$ cat src/rtl/qtpa_pkg.sv
// Shared QTPA types and constants for the IQ0 dispatch path.
package qtpa_pkg;

    localparam int IQ_DEPTH      = 8;
    localparam int IQ_PIPE_DEPTH = 4;
    localparam int QTPS_INSN_W   = 32;

    // addi x0, x0, 0
    localparam logic [QTPS_INSN_W-1:0] QTPS_NOP = 32'h0000_0013;

    typedef enum logic [1:0] {
        IQ_IDLE  = 2'd0,
        IQ_RUN   = 2'd1,
        IQ_DRAIN = 2'd2
    } iq_state_t;

endpackage

$ cat src/rtl/qtpa_iq_fifo.sv
// IQ0 circular buffer: storage, wrapping pointers, occupancy and flags.
module qtpa_iq_fifo #(
    parameter int DEPTH  = 8,
    parameter int INSN_W = 32
) (
    input  logic                       i_clk,
    input  logic                       i_rst,
    input  logic                       i_clr,
    input  logic                       i_push,
    input  logic [INSN_W-1:0]          i_wdata,
    input  logic                       i_pop,
    output logic [INSN_W-1:0]          o_rdata,
    output logic [$clog2(DEPTH):0]     o_count,
    output logic                       o_full,
    output logic                       o_empty
);

    localparam int AW = $clog2(DEPTH);
    localparam int CW = AW + 1;

    logic [INSN_W-1:0] r_mem [DEPTH];
    logic [AW-1:0]     r_wr;
    logic [AW-1:0]     r_rd;
    logic [CW-1:0]     r_count;

    always_ff @(posedge i_clk) begin
        if (i_push) begin
            r_mem[r_wr] <= i_wdata;
        end
    end

    // Pointers wrap for free because DEPTH is a power of two.
    always_ff @(posedge i_clk) begin
        if (i_rst || i_clr) begin
            r_wr    <= '0;
            r_rd    <= '0;
            r_count <= '0;
        end else begin
            if (i_push) begin
                r_wr <= r_wr + 1'b1;
            end
            if (i_pop) begin
                r_rd <= r_rd + 1'b1;
            end
            if (i_push && !i_pop) begin
                r_count <= r_count + 1'b1;
            end else if (!i_push && i_pop) begin
                r_count <= r_count - 1'b1;
            end
        end
    end

    assign o_rdata = r_mem[r_rd];
    assign o_count = r_count;
    assign o_full  = (r_count == CW'(DEPTH));
    assign o_empty = (r_count == '0);

endmodule

$ cat src/rtl/qtpa_iq_dispatch.sv
// IQ0 producer: buffers instructions and issues one word (or NOP) per cycle.
// Optional perf counters enabled by defining QTPA_IQ_PERF_EN.
module qtpa_iq_dispatch
    import qtpa_pkg::*;
#(
    parameter int DEPTH      = IQ_DEPTH,
    parameter int INSN_W     = QTPS_INSN_W,
    parameter int PIPE_DEPTH = IQ_PIPE_DEPTH
) (
    input  logic                   i_clk,
    input  logic                   i_rst,
    input  logic                   i_push_valid,
    input  logic [INSN_W-1:0]      i_push_insn,
    output logic                   o_push_ready,
    input  logic                   i_start,
    input  logic                   i_drain,
    input  logic                   i_flush,
    output logic [INSN_W-1:0]      o_insn_out,
    output logic                   o_insn_valid,
    output logic [$clog2(DEPTH):0] o_count,
    output logic                   o_full,
    output logic                   o_empty,
    output logic                   o_busy,
    output logic                   o_done,
    output logic [31:0]            o_issued_cnt,
    output logic [31:0]            o_bubble_cnt
);

    localparam int TW = $clog2(PIPE_DEPTH + 1);
    localparam logic [INSN_W-1:0] NOP = INSN_W'(QTPS_NOP);

    iq_state_t         r_state;
    iq_state_t         w_state_nx;
    logic [TW-1:0]     r_tail;
    logic [TW-1:0]     w_tail_nx;
    logic              r_done;
    logic              w_done_nx;
    logic [INSN_W-1:0] r_insn;
    logic              r_valid;
    logic [INSN_W-1:0] w_rdata;
    logic              w_full;
    logic              w_empty;
    logic              w_push;
    logic              w_pop;

    assign o_push_ready = !w_full && (r_state != IQ_DRAIN);
    assign w_push = i_push_valid && o_push_ready && !i_flush;
    assign w_pop  = (r_state != IQ_IDLE) && !w_empty && !i_flush;

    qtpa_iq_fifo #(
        .DEPTH  (DEPTH),
        .INSN_W (INSN_W)
    ) u_fifo (
        .i_clk   (i_clk),
        .i_rst   (i_rst),
        .i_clr   (i_flush),
        .i_push  (w_push),
        .i_wdata (i_push_insn),
        .i_pop   (w_pop),
        .o_rdata (w_rdata),
        .o_count (o_count),
        .o_full  (w_full),
        .o_empty (w_empty)
    );

    // Tail counts NOP cycles after the queue empties during a drain.
    always_comb begin
        w_state_nx = r_state;
        w_tail_nx  = TW'(PIPE_DEPTH);
        w_done_nx  = 1'b0;
        unique case (r_state)
            IQ_IDLE: begin
                if (i_drain) begin
                    w_state_nx = IQ_DRAIN;
                end else if (i_start) begin
                    w_state_nx = IQ_RUN;
                end
            end
            IQ_RUN: begin
                if (i_drain) begin
                    w_state_nx = IQ_DRAIN;
                end
            end
            IQ_DRAIN: begin
                if (w_empty) begin
                    if (r_tail <= TW'(1)) begin
                        w_state_nx = IQ_IDLE;
                        w_done_nx  = 1'b1;
                    end else begin
                        w_tail_nx = r_tail - 1'b1;
                    end
                end
            end
            default: w_state_nx = IQ_IDLE;
        endcase
        if (i_flush) begin
            w_state_nx = IQ_IDLE;
            w_tail_nx  = TW'(PIPE_DEPTH);
            w_done_nx  = 1'b0;
        end
    end

    always_ff @(posedge i_clk) begin
        if (i_rst) begin
            r_state <= IQ_IDLE;
            r_tail  <= TW'(PIPE_DEPTH);
            r_done  <= 1'b0;
            r_insn  <= NOP;
            r_valid <= 1'b0;
        end else begin
            r_state <= w_state_nx;
            r_tail  <= w_tail_nx;
            r_done  <= w_done_nx;
            r_insn  <= w_pop ? w_rdata : NOP;
            r_valid <= w_pop;
        end
    end

    assign o_insn_out   = r_insn;
    assign o_insn_valid = r_valid;
    assign o_full       = w_full;
    assign o_empty      = w_empty;
    assign o_busy       = (r_state != IQ_IDLE);
    assign o_done       = r_done;

`ifdef QTPA_IQ_PERF_EN
    logic [31:0] r_issued;
    logic [31:0] r_bubble;

    // Saturating; flush intentionally leaves the history intact.
    always_ff @(posedge i_clk) begin
        if (i_rst) begin
            r_issued <= '0;
            r_bubble <= '0;
        end else begin
            if (w_pop && (r_issued != '1)) begin
                r_issued <= r_issued + 1'b1;
            end
            if ((r_state != IQ_IDLE) && !w_pop && !i_flush
                && (r_bubble != '1)) begin
                r_bubble <= r_bubble + 1'b1;
            end
        end
    end

    assign o_issued_cnt = r_issued;
    assign o_bubble_cnt = r_bubble;
`else
    assign o_issued_cnt = '0;
    assign o_bubble_cnt = '0;
`endif

endmodule

$ cat config.mk
export PLATFORM = sky130hd
export DESIGN_NAME = qtpa_iq_dispatch
export DESIGN_NICKNAME = d
export VERILOG_FILES = /design/src/rtl/qtpa_pkg.sv /design/src/rtl/qtpa_iq_fifo.sv /design/src/rtl/qtpa_iq_dispatch.sv
export SDC_FILE = /design/constraint.sdc
export NUM_CORES = 1
export LEC_CHECK = 0
export CAP_MARGIN = 20
export CORE_MARGIN = 2
export CORE_UTILIZATION = 35
export CTS_CLUSTER_SIZE = 14
export DETAILED_ROUTE_END_ITERATION = 8
export PLACE_DENSITY = 0.6
export RECOVER_POWER = 100
export SLEW_MARGIN = 30
export SYNTH_ARGS = -nofsm -noshare
export SYNTH_HDL_FRONTEND = slang
export SYNTH_SLANG_ARGS = --single-unit
$ cat constraint.sdc
create_clock -name i_clk -period 11.5 [get_ports i_clk]
set_input_delay 2.3 -clock i_clk [delete_from_list [all_inputs] [get_ports i_clk]]
set_output_delay 2.3 -clock i_clk [all_outputs]
set_load 0.02 [all_outputs]
# After elaboration in Yosys (flattened, before gate mapping)
# Memories as Yosys holds them, arrays and structs flattened. A register that Yosys moved wholly into a read port is not among the register bits.
# Index checks and enable logic that the tools add are counted.
[classes] add_sub_neg=5 mul=0 div=0 magnitude_cmp=1 n_eq_ne=8 n_shift=0 muxes=11 bitwise_logic=3 reduce_logical=22
[op_table] cell="$mux W2" count=5
[op_table] cell="$mux W4" count=2
[op_table] cell="$ne A2 B2 Y1 const B" count=4
[op_table] cell="$logic_and A1 B1 Y1" count=7
[op_table] cell="$add A3 B1 Y3 const B" count=2
[op_table] cell="$pmux W2 S3" count=1
[op_table] cell="$logic_not A1 Y1" count=5
[op_table] cell="$reduce_or A5 Y1" count=1
[op_table] cell="$add A4 B1 Y4 const B" count=1
[op_table] cell="$eq A4 B4 Y1 const B" count=1
[op_table] cell="$logic_not A4 Y1" count=1
[op_table] cell="$reduce_and A4 Y1" count=1
[op_table] cell="$reduce_bool A2 Y1" count=2
[op_table] cell="$reduce_or A2 Y1" count=2
[op_table] cell="$reduce_or A4 Y1" count=1
[op_table] cell="$sub A4 B1 Y4 const B" count=1
[op_table] cell="$le A3 B1 Y1 const B" count=1
[op_table] cell="$mux W1" count=3
[op_table] cell="$ne A3 B3 Y1 const B" count=1
[op_table] cell="$not A1 Y1" count=3
[op_table] cell="$sub A3 B1 Y3 const B" count=1
[op_table] cell="$eq A2 B1 Y1 const B" count=1
[op_table] cell="$eq A2 B2 Y1 const B" count=1
[op_table] cell="$logic_not A2 Y1" count=1
[op_table] cell="$logic_or A1 B1 Y1" count=1
[totals] ff_bits=17 latchBits=0 mem_bits_rw=256 romBits=0 out_inout_bits=106 wordCells=58 n_memories=1
[mem_list] name="u_fifo.r_mem" words=8 width=32 rd=1 rd_clocked_by_memory_dff=1 write_ports=1 line="qtpa_iq_fifo.sv:21" text="logic [INSN_W-1:0] r_mem [DEPTH];"

# Logic depth before layout (Yosys ltp)
[logic_depth] word_depth=9 ltp_mapped=9 ltp_nobuf=9

# Hierarchy
# Synthesis repeated with hierarchy kept, for this count alone.
[hier_totals] cells_unflattened=640 hier_area_um2=12152.9
[by_module_without_submodules] module="qtpa_iq_fifo" n_inst=1 cells_each=441 area_per_inst_um2=10385.0 seq_area_each_um2=7947.6
[by_module_without_submodules] module="qtpa_iq_dispatch" n_inst=1 cells_each=199 area_per_inst_um2=1767.9 seq_area_each_um2=780.7

# Worst setup path after synthesis
# No wires, ideal clock.
[synth_path] kind="input to register" start="input port i_flush" end="memory u_fifo.r_mem[0][0] (enable)" setup_ps=501 t_arrival_ps=5630 t_required_ps=10999 slack_ps=5369 stages=2 path_buffers=0 path_cell_list="nand2b_1 -> nor4_1"
[synth_between] elab_chain_cells=4
[synth_lines] item="start: declaration" line="qtpa_iq_dispatch.sv:17" text="input logic i_flush,"
[synth_lines] item="$logic_not A1 Y1" line="qtpa_iq_dispatch.sv:47" text="assign w_push = i_push_valid && o_push_ready && !i_flush;"
[synth_lines] item="$logic_and A1 B1 Y1" line="qtpa_iq_dispatch.sv:47"
[synth_lines] item="$mux W1" line="qtpa_iq_fifo.sv:27" text="if (i_push) begin"
[synth_lines] item="$mux W1 (not written as such)" line="qtpa_iq_fifo.sv:28" text="r_mem[r_wr] <= i_wdata;"
[synth_lines] item="end: declaration" line="qtpa_iq_fifo.sv:21"
# No other way between the ends.

# Final worst setup path
[layout_path] start="input port i_flush" end="memory u_fifo.r_mem[1][13] (enable)"
# The elaborated chain is that of the path after synthesis.

==> results.yml <==
die:
  die_h_um: 187
  die_w_um: 187
  initial_core_util: 0.354
  num_rows: 67
  io_pins: 144
  dieArea_um2: 35100
  core_um2: 33300
min_path:
  min-delay-start: "r_tail[0]"
  hp-class: "flop to flop"
detailed_routing:
  wl_per_cell_um: 18.0
  drt_iter0_drc: 404
  vias: 5412
  drt_pass1_iterations: 4
  ant_nets: 0
  drc: 0
  drt-total-wl_um: 21400
  drt-vias-per-instance: 4.56
clock_tree:
  cts_htree_levels: 2
  clock-sinks: 305
  cts-root-buf: "clkbuf_16"
  cts_resized: 0
  cts_buffer_depth: 3
  clock_latency_ns: 0.50
  cts.reportedPaths.clkPinSlew_ns: 0.06
  cts_hold_buf: 0
  cts_setup_buffers: 0
  cts_tree: "built"
  cts_buffers: 34
final_layout:
  syn_to_final_growth_pct: 17.9
  drive_gt1_frac: 0.163
  nets: 759
placement:
  hpwl_um: 12200
  io_buffers: 79
  place_ws_ns: 6.69
  place.gp.congestion: 0.706
sta:
  max_freq_ghz: 0.182
  rsz0062_at_grt: "false"
  relSlewSlack: -0.584
  finalSetupTns_ns: 0
  setup_ws_ns: 6.00
  worst_pin_slew_ns: 2.38
  fin_skew_ns: 0.0196
  holdWs_ns: 0.458
  fin_crit_ns: 5.50
  final_hold_viol_count: 0
  finalSetupViolCount: 0
  fin_crit_sh: 0.479
  finalMaxSlewViolations: 207
yosys:
  synth_edf_count: 256
  async_flop_share: 0
  synthCells: 608
  netlist_top_cells_area: "edfxtp_1 65%, mux4_2 12%, dfxtp_1 8.3%, buf_4 4.1%, mux2i_1 3.0%"
  synth_area_per_cell_um2: 19.4
  ys_seq_area_frac: 0.737
  synth_cell_types: 38
  ys.flop_type: "edfxtp_1"
  netlist_area_um2: 11800
  ys_seq_elements: 305
  yosysTopAreaCellShare: 0.653
  yosys_warnings: 0
  synth.largest_area_cell: "edfxtp_1"
critical_path:
  endpoint_kind: "flop"
  rr_worst_depth: 4
  start_kind: "primary input"
  cp_max_fo: 23
  crit_type: "primary input to flop"
  timing.rr.start: "u_fifo.o_count[0]"
  r2r_slack_ns: 7.66
  cp_data_arrival_time_ns: 5.59
  r2r_end: "u_fifo.r_mem[1][13]"
  critPathLaunch: "i_flush"
  required_ns: 11.59
  endpoint: "u_fifo.r_mem[1][13]"
job:
  max_cap_viol_count: 7
outcome:
  violations: "capacitance limit, slew limit"
  outcome: "complete, but fails checks"
pwr:
  power.leakage_nw: 4.52
  total_power_mw: 2.33
  cellPowerDensity_nw_per_um2: 168
  ir_drop_mv: 0.103
grt:
  gr-total-overflow: 0
  grt_max_degree: 38
  grt_use_total: 0.125
  grt_pass1_vias: 5689
  antenna_found_initial: 4
  grt_pass1_wl_um: 33700
-- how the worst min path moves through the flow --
stage | to | slack [ns] | cells after the start
after CTS | r_tail[0] | 0.47 | 1
after global placement | r_tail[0] | 0.45 | 1
after floorplan | r_tail[0] | 0.43 | 1
final | r_tail[0] | 0.46 | 1
after global routing | r_tail[0] | 0.49 | 1
after detailed placement | r_tail[0] | 0.45 | 1
-- worst max-delay path, stage by stage --
cell and delay (ns):
dlygate4sd3_1 0.59, nor2b_1 0.21, nand2_1 0.11, nor3_1 1.23, clkbuf_1 1.14
-- registers in the layout (all words and copies together), names as in the netlist --
register and count:
u_fifo.r_mem 256, o_insn_out 32, u_fifo.o_count 4, r_tail 3, u_fifo.r_rd 3, u_fifo.r_wr 3
r_state 2, o_done 1, o_insn_valid 1
-- kinds of logic (layout without fill, tap and decap cells) --
family,Yosys count,in the layout,share of synthesized area
buf+inv,94,161,0.0558
mux,99,99,0.152
xor+xnor,7,7,0.00521
fa+ha+maj,8,8,0.00915
compound gates,9,9,0.00500
flops,305,305,0.737
simple gates,85,85,0.0354
other cells,1,66,0.000319
-- stage by stage --
stage,std cells,utilization,cell area (um^2)
5_1_grt,1188,0.417,13900
4_1_cts,1186,0.422,14100
6_report,1188,0.417,13900
3_5_place_dp,1125,0.390,13000
2_1_floorplan,671,-,12000
3_3_place_gp,1119,0.386,12800
-- placed cells by master (no fill, tap or decap), drive strengths merged, types with 2 or more instances in the layout --
cell             n
edfxtp         256
ha               7
a21oi            3
buf              4
nor2            53
dfxtp           49
mux2i           35
clkbuf          51
inv              8
mux4            64
nor3             3
clkinv          15
or3              2
bufinv           3
xnor2            6
nand2b           3
nor4             5
nor2b            2
conb            64
nand3            4
dlygate4sd3     73
clkdlybuf4s50    6
nand2            9
diode            2
-- area by class of cell --
type	instances	area [um^2]
inverter	7	26.3
antenna	2	5.00
clock inverter	20	174
timing repair buffer	93	883
clock buffer	41	898
multi-input combinational	272	2650
sequential	305	8680
fill	2967	19400
tap	448	561
-- synthesized netlist by cell type, types with 2 or more instances --
cell        n
clkbuf_1    4
xnor2_1     6
nand3_1     4
edfxtp_1  256
nor4_1      4
inv_1       6
nand2b_1    2
nor2_1     52
mux4_2     64
nand2_1     9
nor3_1      2
ha_1        7
mux2i_1    35
buf_6       6
buf_4      65
or3_1       2
buf_2      12
a21oi_1     3
nor2b_1     2
dfxtp_1    49
-- power by group --
group          total (mW)  internal (mW)  switching, mW  leakage (nW)
registers            1.21           1.21        0.00467          2.71
clock network        1.03          0.624          0.408         0.523
logic              0.0847         0.0294         0.0553          1.28
total                2.33           1.86          0.468          4.52
-- layer usage --
layer,up-vias,global-route usage,share of wire
met2,176,0.210,0.50
met5,-,0,0.00037
met3,38,0.0266,0.054
li1,2449,-,-
met1,2747,0.164,0.43
met4,2,0.0397,0.020
Power figures use the tool's default switching activity.
==> patch, RTL diff (same settings) <==
Build with the macro `QTPA_IQ_PERF_EN` defined.
--- a/src/rtl/qtpa_iq_dispatch.sv
+++ b/src/rtl/qtpa_iq_dispatch.sv
@@ -1,4 +1,6 @@
 // IQ0 producer: buffers instructions and issues one word (or NOP) per cycle.
 // Optional perf counters enabled by defining QTPA_IQ_PERF_EN.
+`define QTPA_IQ_PERF_EN
+
 module qtpa_iq_dispatch
     import qtpa_pkg::*;
Behaviour: not the same (Yosys sat finds a counterexample within 4 cycles, from zero or initial values and one cycle with i_rst high).
==> patch against the unedited design <==
The flow still finishes with violations (capacitance limit, slew limit); wire length rose by 46%; power rose by 17%; first-iteration DRC count rose by 62%; sequential cell count rose by 64; final area rose by 28%; sequential share of layout area fell by 6.5 points; critical endpoint is now o_insn_valid; setup slack got worse by 1.2 ns; area after synthesis rose by 23%.
==> patch: results (changes against the unedited design) <==
| Quantity | Reported | Change |
| --- | --- | --- |
| Global routing met3 resource utilization | 0.0241 | -0.00259 |
| Leakage component of the power | 5.76 nW | +27% |
| Number of violations of the max-capacitance limit | 6 | -1 |
| Highest cell delay on the worst timing path | 2.53 ns | +1.30 ns |
| Most common library cells after synthesis | 256 x sky130_fd_sc_hd__edfxtp_1, 113 x sky130_fd_sc_hd__dfxtp_1, 78 x sky130_fd_sc_hd__nor2_1 |  |
| Yosys cell types | 49 | +29% |
| Worst setup slack before clock tree synthesis | 5.92 ns | -0.768 ns |
| Met3 wire length | 1.24 mm | +8.5% |
| Number of antenna violations at the first check in global routing | 2 | -2 |
| M1 wire length | 13.9 mm | +51% |
| Synth Area in Compound Gates | 0.0461 | +0.0411 |
| Peak fanout along the critical path | 79 | +240% |
| Count of final max-slew check failures | 215 | +3.9% |
| Failing checks | capacitance limit, slew limit |  |
| Top cells by area in the synthesized netlist | sky130_fd_sc_hd__edfxtp_1 53%, sky130_fd_sc_hd__dfxtp_1 16%, sky130_fd_sc_hd__mux4_2 10%, sky130_fd_sc_hd__mux2i_1 2.5%, sky130_fd_sc_hd__nor2_1 2.0% |  |
| Non-clk buf share | 0.0863 | +0.0226 |
| Worst vdd rail ir drop | 93.3 uV | -9.7% |
| Count of inserted antenna diode cells | 0 | -2 |
| Total Nets Final | 1155 | +52% |
| Number of flip-flops and latches in the synthesized netlist | 369 | +21% |
| Met2 track utilization from global routing | 0.238 | +0.0278 |
| Routed length on met2 | 15.3 mm | +44% |
| Peak clock frequency supported by timing | 149 MHz | -18% |
| Outcome | finished, violations left |  |
| Post-detailed-route via-to-cell ratio | 5.09 | +12% |
| Synthesized-area fraction occupied by xor and xnor cells | 0.00605 | +0.000840 |
| Clock buffer cells | 57 | +39% |
| Proportion of synthesized chip area in sequential cells | 0.687 | -0.0494 |
| Slew at the pin closest to its max-slew limit | 3.61 ns | +1.24 ns |
| Synthesized instance count | 948 | +56% |
| Count of plain and timing-repair buffers | 162 | +74% |
[patch: cell types whose count changed after synthesis, moves of 10 or more]
cell / delta
sky130_fd_sc_hd__o21ai_0: +24
sky130_fd_sc_hd__nor2b_1: +10
sky130_fd_sc_hd__nand2_1: +35
sky130_fd_sc_hd__a21oi_1: +49
sky130_fd_sc_hd__or4_1: +29
sky130_fd_sc_hd__buf_4: -63
sky130_fd_sc_hd__or3_1: +22
sky130_fd_sc_hd__o31ai_1: +24
sky130_fd_sc_hd__mux2_2: +10
sky130_fd_sc_hd__dfxtp_1: +64
sky130_fd_sc_hd__nor2_1: +26
sky130_fd_sc_hd__nand4_1: +18
sky130_fd_sc_hd__nand3_1: +21
sky130_fd_sc_hd__clkbuf_1: +22
[patch: power breakdown]
part	leakage [nW]	switching [mW]	internal [mW]	total (mW)
logic	1.93	0.0443	0.0292	0.0734
clock network	0.603	0.512	0.701	1.21
registers	3.22	0.00426	1.43	1.43
total	5.76	0.561	2.16	2.72
